## src/rtl/i2c_cmd_seq.sv

```systemverilog
// Command sequencer in front of the i2cm master: buffers host transactions in a
// small FIFO, issues them one at a time and returns one response per command.
module i2c_cmd_seq #(
    parameter int FIFO_DEPTH = 4,
    parameter int ACK_WAIT   = 16,
    parameter int TIMEOUT    = 4096
) (
    input  logic                          clk,
    input  logic                          rst,
    input  logic                          cmd_valid,
    output logic                          cmd_ready,
    input  logic [6:0]                    cmd_addr,
    input  logic                          cmd_rw,
    input  logic [7:0]                    cmd_wdata,
    output logic                          rsp_valid,
    output logic [7:0]                    rsp_rdata,
    output logic                          rsp_err,
    output logic                          m_enable,
    output logic [6:0]                    m_addr,
    output logic                          m_rw,
    output logic [7:0]                    m_data_in,
    input  logic [7:0]                    m_data_out,
    input  logic                          m_ready,
    output logic                          busy,
    output logic [$clog2(FIFO_DEPTH):0]   fifo_level
);
    localparam int AW   = $clog2(FIFO_DEPTH);
    localparam int CMAX = (TIMEOUT > ACK_WAIT) ? TIMEOUT : ACK_WAIT;
    localparam int CW   = $clog2(CMAX);
    localparam logic [CW-1:0] ACK_LAST = CW'(ACK_WAIT - 1);
    localparam logic [CW-1:0] TO_LAST  = CW'(TIMEOUT - 1);

    typedef enum logic [1:0] {
        S_IDLE,
        S_ISSUE,
        S_WAIT_DONE,
        S_RESP
    } state_t;

    state_t          state_q;
    logic [CW-1:0]   cnt_q;
    logic [15:0]     mem_q [FIFO_DEPTH];
    logic [AW:0]     wr_ptr_q, rd_ptr_q;
    logic [AW:0]     wr_ptr_d, rd_ptr_d;
    logic            empty, full, push, pop;
    logic [15:0]     head;

    // The extra MSB of each pointer tells a full FIFO from an empty one.
    assign empty      = (wr_ptr_q == rd_ptr_q);
    assign full       = (wr_ptr_q[AW] != rd_ptr_q[AW]) &&
                        (wr_ptr_q[AW-1:0] == rd_ptr_q[AW-1:0]);
    assign cmd_ready  = !full;
    assign push       = cmd_valid && !full;
    assign pop        = (state_q == S_IDLE) && !empty && m_ready;
    assign fifo_level = wr_ptr_q - rd_ptr_q;
    assign head       = mem_q[rd_ptr_q[AW-1:0]];
    assign busy       = (state_q != S_IDLE);

    always_comb begin
        wr_ptr_d = wr_ptr_q;
        rd_ptr_d = rd_ptr_q;
        if (push) wr_ptr_d = wr_ptr_q + (AW+1)'(1);
        if (pop)  rd_ptr_d = rd_ptr_q + (AW+1)'(1);
    end

    always_ff @(posedge clk or posedge rst) begin
        if (rst) begin
            wr_ptr_q <= '0;
            rd_ptr_q <= '0;
        end else begin
            wr_ptr_q <= wr_ptr_d;
            rd_ptr_q <= rd_ptr_d;
        end
    end

    always_ff @(posedge clk) begin
        if (push) mem_q[wr_ptr_q[AW-1:0]] <= {cmd_rw, cmd_addr, cmd_wdata};
    end

    always_ff @(posedge clk or posedge rst) begin
        if (rst) begin
            state_q   <= S_IDLE;
            cnt_q     <= '0;
            m_enable  <= 1'b0;
            m_addr    <= 7'h00;
            m_rw      <= 1'b0;
            m_data_in <= 8'h00;
            rsp_valid <= 1'b0;
            rsp_rdata <= 8'h00;
            rsp_err   <= 1'b0;
        end else begin
            case (state_q)
                S_IDLE: begin
                    if (pop) begin
                        state_q   <= S_ISSUE;
                        m_rw      <= head[15];
                        m_addr    <= head[14:8];
                        m_data_in <= head[7:0];
                        m_enable  <= 1'b1;
                        cnt_q     <= '0;
                    end
                end
                S_ISSUE: begin
                    if (!m_ready) begin
                        state_q  <= S_WAIT_DONE;
                        m_enable <= 1'b0;
                        cnt_q    <= '0;
                    end else if (cnt_q == ACK_LAST) begin
                        state_q   <= S_RESP;
                        m_enable  <= 1'b0;
                        rsp_valid <= 1'b1;
                        rsp_err   <= 1'b1;
                        rsp_rdata <= 8'h00;
                    end else begin
                        cnt_q <= cnt_q + CW'(1);
                    end
                end
                S_WAIT_DONE: begin
                    // A ready seen on the last allowed cycle still counts as success.
                    if (m_ready) begin
                        state_q   <= S_RESP;
                        rsp_valid <= 1'b1;
                        rsp_err   <= 1'b0;
                        rsp_rdata <= m_rw ? m_data_out : 8'h00;
                    end else if (cnt_q == TO_LAST) begin
                        state_q   <= S_RESP;
                        rsp_valid <= 1'b1;
                        rsp_err   <= 1'b1;
                        rsp_rdata <= 8'h00;
                    end else begin
                        cnt_q <= cnt_q + CW'(1);
                    end
                end
                S_RESP: begin
                    state_q   <= S_IDLE;
                    rsp_valid <= 1'b0;
                    rsp_err   <= 1'b0;
                    rsp_rdata <= 8'h00;
                end
                default: state_q <= S_IDLE;
            endcase
        end
    end
endmodule

```

## config.mk

```make
export PLATFORM = sky130hd
export DESIGN_NAME = i2c_cmd_seq
export DESIGN_NICKNAME = d
export VERILOG_FILES = /design/src/rtl/i2c_cmd_seq.sv
export SDC_FILE = /design/constraint.sdc
export NUM_CORES = 1
export LEC_CHECK = 0
export ABC_AREA = 1
export CAP_MARGIN = 20
export CELL_PAD_IN_SITES_DETAIL_PLACEMENT = 1
export CELL_PAD_IN_SITES_GLOBAL_PLACEMENT = 1
export CORE_MARGIN = 5
export CORE_UTILIZATION = 44
export CTS_CLUSTER_DIAMETER = 200
export DETAILED_ROUTE_END_ITERATION = 8
export GPL_TIMING_DRIVEN = 0
export PLACE_DENSITY = 0.9
export SLEW_MARGIN = 25
export SYNTH_ARGS = -nofsm -noshare
export SYNTH_HDL_FRONTEND = slang
export SYNTH_SLANG_ARGS = --single-unit
```

## constraint.sdc

```tcl
create_clock -name clk -period 3.6 [get_ports clk]
set_input_delay 0.72 -clock clk [delete_from_list [all_inputs] [get_ports clk]]
set_output_delay 0.72 -clock clk [all_outputs]
set_load 0.005 [all_outputs]
```

==> flow_summary.json <==
{
  "p_leak_nw": 2.478,
  "final_antenna_net_count": 0,
  "hp-class": "register to register",
  "ys_seq_elements": 111,
  "grt_pass1_vias": 4022,
  "max_slew_margin_pct": 57.18,
  "diodes": 0,
  "endpoint_kind": "primary output",
  "internal_power_mw": 3.272,
  "worst_slew_pin_slew_ns": 0.6423,
  "cp_max_fo": 11,
  "ys_top_cells_by_area": "edfxtp_1, dfrtp_1, nor2_1",
  "outcome": "complete, no violations",
  "tritoncts": "built",
  "p_clk_share_pct": 21.7,
  "initial_utilization_pct": 44.53,
  "cts_resized": 0,
  "max_cap_viol_count": 0,
  "final.setup_skew_ns": 0.01030,
  "syn_avg_cell_area_um2": 10.94,
  "peakVddDrop_mv": 0.4341,
  "synth_top_family_by_area": "simple AND/OR/NAND/NOR gates",
  "combPwrFrac_pct": 41.5,
  "netlist_instances": 461,
  "synth_nets": 504,
  "yosysSeqAreaShare_pct": 61.45,
  "period_share_pct": 95.19,
  "tns_ns": 0,
  "synthesis.area_um2": 5041,
  "crit_required_ns": 2.88,
  "port_buffers": 59,
  "pwr-share-seq_pct": 36.9,
  "clk_pin_slew_ns": 0.07,
  "switching_power_mw": 1.912,
  "worst_setup_path_start_kind": "register",
  "wl_um": 13190,
  "critPathArrivalTime_ns": 2.71,
  "dp_cells": 667,
  "grt_usage_pct": 20.73,
  "h-tree-depth": 3,
  "gr-total-overflow": 0,
  "yosys.area.top_type": "edfxtp_1",
  "cts_root_buf": "clkbuf_16",
  "grt_pass1_wl_um": 21380,
  "cts_buffers": 9,
  "wl_per_cell_um": 19.32,
  "drive_above_1_share_pct": 15.37,
  "hold_ws_ns": 0.4923,
  "clk_latency_ns": 0.36,
  "period_minus_slack_ns": 3.427,
  "dieArea_um2": 13700,
  "drt-initial-drc-count": 248,
  "synth_compound_area_share_pct": 8.985,
  "die-width_um": 117.0,
  "hpwl_um": 9325,
  "clock_sinks": 111,
  "pre_cts_slack_ns": 0.5115,
  "cts_hold_buf": 0,
  "first_pass_iters": 5,
  "rsz0062_at_grt": "false",
  "synth_fa_ha_area_share_pct": 3.872,
  "nets": 578,
  "vias_per_cell": 5.357,
  "gp_congestion": 0.8327,
  "antenna_found_initial": 0,
  "hold_violations": 0,
  "synth_edf_count": 64,
  "cts.path.max_buffers": 2,
  "die_y_um": 117.0,
  "syn_to_final_growth_pct": 23.45,
  "remaining_drc_errors": 0,
  "setup_viol": 0,
  "synth_simple_gate_area_share_pct": 16.48,
  "power.density_nw_per_um2": 833.0,
  "rrSetupSlack_ns": 0.53,
  "grt_max_degree": 48,
  "crit_type": "register to primary output",
  "synth-xor-area-share_pct": 1.216,
  "rows": 39,
  "synthArstFlopShare_pct": 42.34,
  "ys_warn_count": 0,
  "max_freq_ghz": 0.2918,
  "num_io_pins": 60,
  "post-synth-top-area-fraction_pct": 38.12,
  "synth_cell_types": 31,
  "synthMuxAreaShare_pct": 3.574,
  "post_cts_buffers": 0,
  "fin_cells": 683,
  "synth_ff_type": "edfxtp_1",
  "total_power_mw": 5.184,
  "via_count": 3659,
  "core_area_um2": 11320,
  "setup_ws_ns": 0.1730,
  "final_max_slew_viol_count": 0,
  "p_sw_share_pct": 36.88
}
[power groups by stage]
stage	registers (mW)	clock network [mW]	logic [mW]
finish	1.91	1.12	2.15
global route	1.95	1.19	2.38
detailed placement	1.93	0	2.16
global placement	1.90	0	1.99
CTS	1.91	1.14	2.19
floorplan	1.88	0	1.22
[synth_stat cells (2+ instances only)]
cell type / number
a21oi_1: 8
nor2_2: 3
mux2_2: 16
nand2_2: 14
xor2_1: 5
nand3_1: 24
o21ai_2: 10
buf_6: 3
dfrtp_1: 47
o21ai_0: 38
o22ai_1: 16
buf_1: 2
edfxtp_1: 64
nor2_1: 67
nand4_2: 2
nand4_1: 9
xnor2_1: 2
nor2_4: 2
ha_1: 14
clkbuf_1: 9
buf_2: 4
nand2_1: 62
inv_1: 32
[registers in the layout, summed over array words and instances, names as in the netlist]
name       flops
wr_ptr_q       3
m_rw           1
m_data_in      8
rsp_rdata      8
state_q        2
m_enable       1
cnt_q         12
mem_q         64
rsp_valid      1
rd_ptr_q       3
m_addr         7
rsp_err        1
[worst max-delay path, stage by stage, from the launching register on]
cell	delay, ns
dfrtp_1	0.50
inv_1	0.29
clkbuf_1	0.50
ha_1	0.34
nand2_1	0.07
inv_1	0.07
nand2_1	0.08
clkdlybuf4s50_1	0.50
[layout make-up]
type / instances / area, um2
flip-flops and latches: 111 / 3098
plain buffers: 19 / 102.6
fillers: 1221 / 5097
well taps: 143 / 178.9
repair buffers: 63 / 650.6
inverters: 32 / 122.6
clock buffers: 9 / 225.2
multi-input cells: 299 / 1730
clock inverters: 7 / 115.1
[through the flow]
stage / cell area [um2] / utilization [%]
2_1_floorplan: 5041 / -
3_3_place_gp: 5811 / 51.33
3_5_place_dp: 5883 / 51.97
4_1_cts: 6223 / 54.97
5_1_grt: 6223 / 54.97
6_report: 6223 / 54.97
[kinds of logic after synthesis]
logic type               Yosys count
multiplexers                      16
buffers and inverters             51
XOR/XNOR                           7
flip-flops                       111
AND/OR/NAND/NOR                  185
adder cells (fa/ha/maj)           15
AO/OA/AOI/OAI                     76
[layer usage]
layer  global-route usage, %  vias to the layer above  share of wire, %
li1                        -                     1730                 -
met1                   25.70                     1838                41
met2                   36.75                       80                54
met3                   3.085                       11               4.1
met4                   7.569                        0              0.87
met5                       0                        -                 0
[path summary, 6_finish.rpt]
check / depth (start not counted) / end / startpoint
setup / recovery: 7 / cmd_ready / rd_ptr_q[1]
hold reg to reg: 2 / rsp_err / rsp_err
min in group asynchronous: 2 / m_addr[0] / rst
hold / removal: 2 / rsp_err / rsp_err
setup reg to reg: 9 / mem_q[1][5] / rd_ptr_q[1]
max in group asynchronous: 2 / m_addr[4] / rst
[cell usage in the layout (no fill, tap or decap), types with 2 or more instances in the layout]
cell / n
buf_2: 4
buf_8: 4
nor2_2: 7
inv_8: 2
nand3_1: 24
a21oi_1: 8
mux2_2: 16
nor2_1: 63
o21ai_0: 38
buf_1: 2
nand4_1: 9
nand2_2: 14
edfxtp_1: 64
clkbuf_1: 9
dfrtp_1: 47
nor2_4: 2
nand2_1: 62
clkdlybuf4s50_1: 59
clkbuf_16: 9
o21ai_2: 10
nand4_2: 2
bufinv_16: 2
ha_1: 14
buf_6: 3
inv_1: 31
xor2_1: 5
o22ai_1: 16
xnor2_1: 2
Note: power is estimated with default switching activity, not from simulation.
